`config.mk`:
```
export PLATFORM = sky130hd
export DESIGN_NAME = vram_write_arbiter
export DESIGN_NICKNAME = d
export VERILOG_FILES = /design/src/rtl/vram_write_arbiter.sv
export SDC_FILE = /design/constraint.sdc
export NUM_CORES = 1
export LEC_CHECK = 0
export ABC_AREA = 1
export CELL_PAD_IN_SITES_DETAIL_PLACEMENT = 0
export CELL_PAD_IN_SITES_GLOBAL_PLACEMENT = 1
export CORE_ASPECT_RATIO = 1.2
export CORE_MARGIN = 1
export CORE_UTILIZATION = 29
export DETAILED_ROUTE_END_ITERATION = 10
export PLACE_DENSITY_LB_ADDON = 0.2
export SLEW_MARGIN = 40
export SYNTH_ARGS = -nofsm -noshare
export SYNTH_HDL_FRONTEND = slang
export SYNTH_SLANG_ARGS = --single-unit
```
`constraint.sdc`:
```
create_clock -name clk -period 4.7 [get_ports clk]
set_input_delay 1.175 -clock clk [delete_from_list [all_inputs] [get_ports clk]]
set_output_delay 1.175 -clock clk [all_outputs]
set_load 0.03 [all_outputs]
```
`src/rtl/vram_write_arbiter.sv`:
```
// -----------------------------------------------------------------------------
// vram_write_arbiter
//
// Arbitrates the single framebuffer (VRAM) access port between NCH channels.
// Channel 0 is the background (display scan-out) channel and owns the port by
// default. Channels 1..NCH-1 are writers. They may take the port only while a
// free-running frame-period counter is inside the writer window
// (cnt >= WIN_START). Among the eligible writers (req & ch_en), one winner is
// picked per cycle. Every port output is driven from a register, so there is
// no combinational path from the inputs to the outputs.
//
// Build option:
//   VRAM_ARB_ROUND_ROBIN_EN  defined   -> round-robin among writers; the search
//                                         starts after the last granted writer.
//                            undefined -> fixed priority; the lowest writer
//                                         index wins.
//
// Ports:
//   clk        in   1        system clock
//   rstn       in   1        asynchronous active-low reset
//   ch_en      in   NCH      per-channel enable (bit 0 ignored)
//   req        in   NCH      per-channel request
//   ch_addr    in   NCH*AW   channel i address at [i*AW +: AW]
//   ch_dwrite  in   NCH*DW   channel i write data at [i*DW +: DW]
//   ch_wr      in   NCH      per-channel write strobe
//   ack        out  NCH      grant, one-hot or zero, registered
//   addr       out  AW       VRAM address, registered
//   dwrite     out  DW       VRAM write data, registered
//   wr         out  1        VRAM write enable, registered
//   sel        out  SW       index of the channel on the port, registered
//   in_window  out  1        the command on the port was issued in the window
// -----------------------------------------------------------------------------
module vram_write_arbiter #(
    parameter int NCH       = 4,
    parameter int AW        = 19,
    parameter int DW        = 16,
    parameter int CNT_W     = 20,
    parameter int PERIOD    = 1048576,
    parameter int WIN_START = 181440
) (
    input  logic                   clk,
    input  logic                   rstn,
    input  logic [NCH-1:0]         ch_en,
    input  logic [NCH-1:0]         req,
    input  logic [NCH*AW-1:0]      ch_addr,
    input  logic [NCH*DW-1:0]      ch_dwrite,
    input  logic [NCH-1:0]         ch_wr,
    output logic [NCH-1:0]         ack,
    output logic [AW-1:0]          addr,
    output logic [DW-1:0]          dwrite,
    output logic                   wr,
    output logic [$clog2(NCH)-1:0] sel,
    output logic                   in_window
);

    // NCH is at least 2, so clog2 already yields a width of at least 1.
    localparam int                SW          = $clog2(NCH);
    localparam logic [CNT_W-1:0]  CNT_LAST    = CNT_W'(PERIOD - 1);
    localparam logic [CNT_W-1:0]  CNT_WIN     = CNT_W'(WIN_START);
    localparam logic [NCH-1:0]    WRITER_MASK = {{(NCH-1){1'b1}}, 1'b0};

    logic [CNT_W-1:0] r_cnt;
    logic [NCH-1:0]   r_ack;
    logic [AW-1:0]    r_addr;
    logic [DW-1:0]    r_dwrite;
    logic             r_wr;
    logic [SW-1:0]    r_sel;
    logic             r_in_window;

    logic             w_win_open;
    logic             w_writer_grant;
    logic [NCH-1:0]   w_elig;
    logic [NCH-1:0]   w_ack_next;
    logic [SW-1:0]    w_pick;
    logic [SW-1:0]    w_winner;

    // Frame-period counter: 0..PERIOD-1, then wraps, which also closes the window.
    always_ff @(posedge clk or negedge rstn) begin
        // NOTE: state registers use non-blocking assignments so that every
        // always_ff samples the pre-edge values, whatever the evaluation order.
        if (!rstn) begin
            r_cnt <= '0;
        end else if (r_cnt == CNT_LAST) begin
            r_cnt <= '0;
        end else begin
            r_cnt <= r_cnt + 1'b1;
        end
    end

    assign w_win_open     = (r_cnt >= CNT_WIN);
    assign w_elig         = req & ch_en & WRITER_MASK;
    assign w_writer_grant = w_win_open && (|w_elig);
    assign w_winner       = w_writer_grant ? w_pick : '0;

`ifdef VRAM_ARB_ROUND_ROBIN_EN
    // Last granted writer (1..NCH-1). It resets to NCH-1 so that the first
    // search after reset starts at channel 1. It only moves on a writer grant,
    // so it survives window closures.
    logic [SW-1:0] r_last;

    // Scan writers last+1, last+2, ... wrapping from NCH-1 back to 1, and take
    // the first eligible one.
    function automatic logic [SW-1:0] rr_pick(input logic [NCH-1:0] elig,
                                              input logic [SW-1:0]  last);
        logic found;
        int   cand;
        rr_pick = SW'(1);
        found   = 1'b0;
        for (int k = 1; k < NCH; k++) begin
            cand = ((int'(last) - 1 + k) % (NCH - 1)) + 1;
            if (!found && elig[cand]) begin
                rr_pick = SW'(cand);
                found   = 1'b1;
            end
        end
    endfunction

    assign w_pick = rr_pick(w_elig, r_last);

    always_ff @(posedge clk or negedge rstn) begin
        if (!rstn) begin
            r_last <= SW'(NCH - 1);
        end else if (w_writer_grant) begin
            r_last <= w_winner;
        end
    end
`else
    // Fixed priority: scanning downwards, the lowest eligible writer index is
    // the one left in the result.
    function automatic logic [SW-1:0] fp_pick(input logic [NCH-1:0] elig);
        fp_pick = '0;
        for (int i = NCH - 1; i >= 1; i--) begin
            if (elig[i]) begin
                fp_pick = SW'(i);
            end
        end
    endfunction

    assign w_pick = fp_pick(w_elig);
`endif

    // A writer grant always acks. When channel 0 holds the port, it is acked
    // only if it is actually requesting.
    always_comb begin
        // NOTE: a default is assigned first so that every path writes the whole
        // vector and no latch can be inferred.
        w_ack_next           = '0;
        w_ack_next[w_winner] = w_writer_grant ? 1'b1 : req[0];
    end

    always_ff @(posedge clk or negedge rstn) begin
        if (!rstn) begin
            r_ack       <= '0;
            r_addr      <= '0;
            r_dwrite    <= '0;
            r_wr        <= 1'b0;
            r_sel       <= '0;
            r_in_window <= 1'b0;
        end else begin
            r_ack       <= w_ack_next;
            r_addr      <= ch_addr[int'(w_winner)*AW +: AW];
            r_dwrite    <= ch_dwrite[int'(w_winner)*DW +: DW];
            r_wr        <= ch_wr[w_winner];
            r_sel       <= w_winner;
            r_in_window <= w_win_open;
        end
    end

    assign ack       = r_ack;
    assign addr      = r_addr;
    assign dwrite    = r_dwrite;
    assign wr        = r_wr;
    assign sel       = r_sel;
    assign in_window = r_in_window;

endmodule
```
==> results.sh <==
export IMPL_antenna_found_initial=0
export IMPL_cts_made_buffers=9
export IMPL_power_density_nw_per_um2=257
export IMPL_cp_end_kind="flip-flop"
export IMPL_dieArea_um2=13700
export IMPL_post_cts_buffers=0
export IMPL_switching_share_pct=21.9
export IMPL_power_static_leakage_nw=3.10
export IMPL_drive_above_1_share_pct=3.69
export IMPL_wl_um=13000
export IMPL_nets=909
export IMPL_overflow=0
export IMPL_power_frac_clock_pct=47.4
export IMPL_syn_inst=570
export IMPL_dpl_worst_slack_ns=1.60
export IMPL_critPathRequiredTime_ns=4.97
export IMPL_grtUsageTotal_pct=19.9
export IMPL_final_common_cell="nand2_1"
export IMPL_ys_warn_count=0
export IMPL_cpMostUsedCell="nand2_1"
export IMPL_layout_worst_path_cycle_share_pct=58.9
export IMPL_core_area_um2=12800
export IMPL_slowest_delay_ns=0.60
export IMPL_fillers=1284
export IMPL_status="finished, final reports clean"
export IMPL_synth_seq_cells=63
export IMPL_final_hold_viol_count=0
export IMPL_hp_class="flip-flop to flip-flop"
export IMPL_final_setup_worst_slack_ns=1.93
export IMPL_worst_pin_slew_ns=0.796
export IMPL_finalCriticalPeriod_ns=2.77
export IMPL_numPortBuffers=195
export IMPL_dr_total_vias=4147
export IMPL_die_h_um=128
export IMPL_r2r_end="dwrite[8]$_DFF_PN0_"
export IMPL_worst_setup_path_start_kind="input pin"
export IMPL_gp_congestion=0.843
export IMPL_postSynth_asyncResetShare_pct=100
export IMPL_drt_antenna_violating_nets=0
export IMPL_synth_cell_types=26
export IMPL_syn_nets=726
export IMPL_dp_hpwl_um=9420
export IMPL_fmaxAchievable_ghz=0.362
export IMPL_cp_endpoint="addr[10]$_DFF_PN0_"
export IMPL_power_frac_seq_pct=35.5
export IMPL_die_w_um=107
export IMPL_viasPerCell=4.50
export IMPL_finalMaxSlewViolations=0
export IMPL_cpMaxStageDelayCell="buf_4"
export IMPL_drcViolationCount=0
export IMPL_htreeDepth=3
export IMPL_mostFrequentLayoutCells="nand2_1 (260), clkdlybuf4s50_1 (194), nand3_1 (80)"
export IMPL_cts_sinks=63
export IMPL_drt_iter0_drc=123
export IMPL_r2r_start="r_cnt[12]$_DFF_PN0_"
export IMPL_intPower_mw=1.24
export IMPL_ys_flop_type="dfrtp_1"
export IMPL_combPwrFrac_pct=17.1
export IMPL_relSlewSlack_pct=46.9
export IMPL_netlist_area_um2=3840
export IMPL_drv_cap=0
export IMPL_tritoncts="done"
export IMPL_path_clk_slew_ns=0.05
export IMPL_hold_buffers=0
export IMPL_power_switching_mw=0.348
export IMPL_clockBufferDepth=2
export IMPL_grt_pass1_vias=4240
export IMPL_crit_start="req[3]"
export IMPL_io_pins=197
export IMPL_setup_tns_ns=0
export IMPL_grt_max_degree=77
export IMPL_routedWlPerCell_um=14.1
export IMPL_clkLatencyLatePin_ns=0.33
export IMPL_max_vdd_ir_drop_uv=177
export IMPL_fin_hold_ws_ns=0.494
export IMPL_cp_arrival_ns=3.04
export IMPL_crit_fanout=63
export IMPL_rsz0062_at_grt="no"
export IMPL_synth_area_per_cell_um2=6.73
export IMPL_grt_pass1_wl_um=20800
export IMPL_synth_edff_count=0
export IMPL_diodes=0
export IMPL_r2r_setup_slack_ns=1.97
export IMPL_synthToLayoutAreaGrowth_pct=61.0
export IMPL_initial_core_util_pct=30.0
export IMPL_root_buffer="clkbuf_16"
export IMPL_cts_resized=0
export IMPL_timing_worst_setup_path_type="input pin to flip-flop"
export IMPL_dr_pass1_iters=4
export IMPL_crit_chain="clkdlybuf4s50_1 > nand2_1 > inv_1 > nand2_1 > nand2_2 > buf_4 > nand3_1 > nand2_1 > nand2_1 > nand2_1"
export IMPL_rows=45
export IMPL_skew_ns=0.00444
export IMPL_setup_viol=0
export IMPL_ys_seq_area_share_pct=41.1
export IMPL_r2r_cells=10
## synthesized netlist by cell type, types with 3 or more instances
library cell	number	area [um2]
nand3b_1	15	113
buf_2	6	30.0
buf_4	7	52.6
buf_6	9	101
clkbuf_1	7	26.3
nand4_1	3	18.8
o21ai_0	3	15.0
dfrtp_1	63	1580
inv_1	52	195
a21oi_1	4	20.0
nand3_1	80	400
nor3_1	5	25.0
xor2_1	5	43.8
nand2_1	262	983
nor2_1	34	128
## layout make-up
class,count,area [um2],area share [%]
Clock buffer,14,284,4.59
Clock inverter,2,60.1,0.971
Inverter,55,206,3.34
Multi-Input combinational cell,423,1860,30.0
Sequential cell,63,1580,25.5
Tap cell,164,205,3.32
Timing Repair Buffer,201,1990,32.3
## flip-flops by register name (all words and copies together) (netlist names)
| name | flops |
|---|---|
| in_window | 1 |
| r_cnt | 20 |
| ack | 4 |
| dwrite | 16 |
| addr | 19 |
| sel | 2 |
| wr | 1 |
## worst min path at each step
| stage | start | endpoint | slack [ns] | cells past startpoint |
|---|---|---|---|---|
| 6_report | r_cnt[0]$_DFF_PN0_ | r_cnt[0]$_DFF_PN0_ | 0.49 | 1 |
| 5_1_grt | r_cnt[0]$_DFF_PN0_ | r_cnt[0]$_DFF_PN0_ | 0.52 | 1 |
| 4_1_cts | r_cnt[0]$_DFF_PN0_ | r_cnt[0]$_DFF_PN0_ | 0.50 | 1 |
| 3_5_place_dp | r_cnt[0]$_DFF_PN0_ | r_cnt[0]$_DFF_PN0_ | 0.49 | 1 |
| 3_3_place_gp | r_cnt[0]$_DFF_PN0_ | r_cnt[0]$_DFF_PN0_ | 0.47 | 1 |
| 2_1_floorplan | r_cnt[0]$_DFF_PN0_ | r_cnt[0]$_DFF_PN0_ | 0.45 | 1 |
## kinds of logic (layout without fill, tap and decap cells)
group | Yosys count | count (layout) | synth area share, %
flip-flops | 63 | 63 | 41.1
adder cells (fa/ha/maj) | 2 | 2 | 0.652
XOR/XNOR | 6 | 6 | 1.37
buffers and inverters | 84 | 272 | 10.9
AO/OA/AOI/OAI | 10 | 10 | 1.47
AND/OR/NAND/NOR | 405 | 405 | 44.6
## critical path, delay by kind of cell
| family | cells | cell delay [ns] |
|---|---|---|
| buffers and inverters | 3 | 1.12 |
| and+or+nand+nor | 7 | 0.74 |
## per-stage QoR
| step | util (%) | total power [mW] | instances | cell area [um2] |
|---|---|---|---|---|
| 6_report | 48.4 | 1.59 | 922 | 6180 |
| 2_1_floorplan | - | 0.660 | 570 | 3840 |
| 3_5_place_dp | 45.7 | 0.846 | 906 | 5840 |
| 5_1_grt | 48.4 | 1.65 | 922 | 6180 |
| 4_1_cts | 48.4 | 1.61 | 922 | 6180 |
| 3_3_place_gp | 45.6 | 0.845 | 906 | 5830 |
## power by group through the flow
stage               registers [mW]  logic [mW]  clock network, mW
floorplan                    0.607      0.0531                  0
global placement             0.572       0.272                  0
detailed placement           0.573       0.273                  0
CTS                          0.563       0.274              0.771
global route                 0.565       0.294              0.793
finish                       0.563       0.271              0.753
## routing by layer
metal / track usage [%] / share of wire (%) / vias to the layer above
met3: 5.59 / 7.4 / 24
met2: 35.0 / 51 / 129
met5: 0 / 0 / -
met4: 8.78 / 2.6 / 0
met1: 22.3 / 39 / 1871
li1: - / - / 2123
Note: power is estimated with default switching activity, not from simulation.
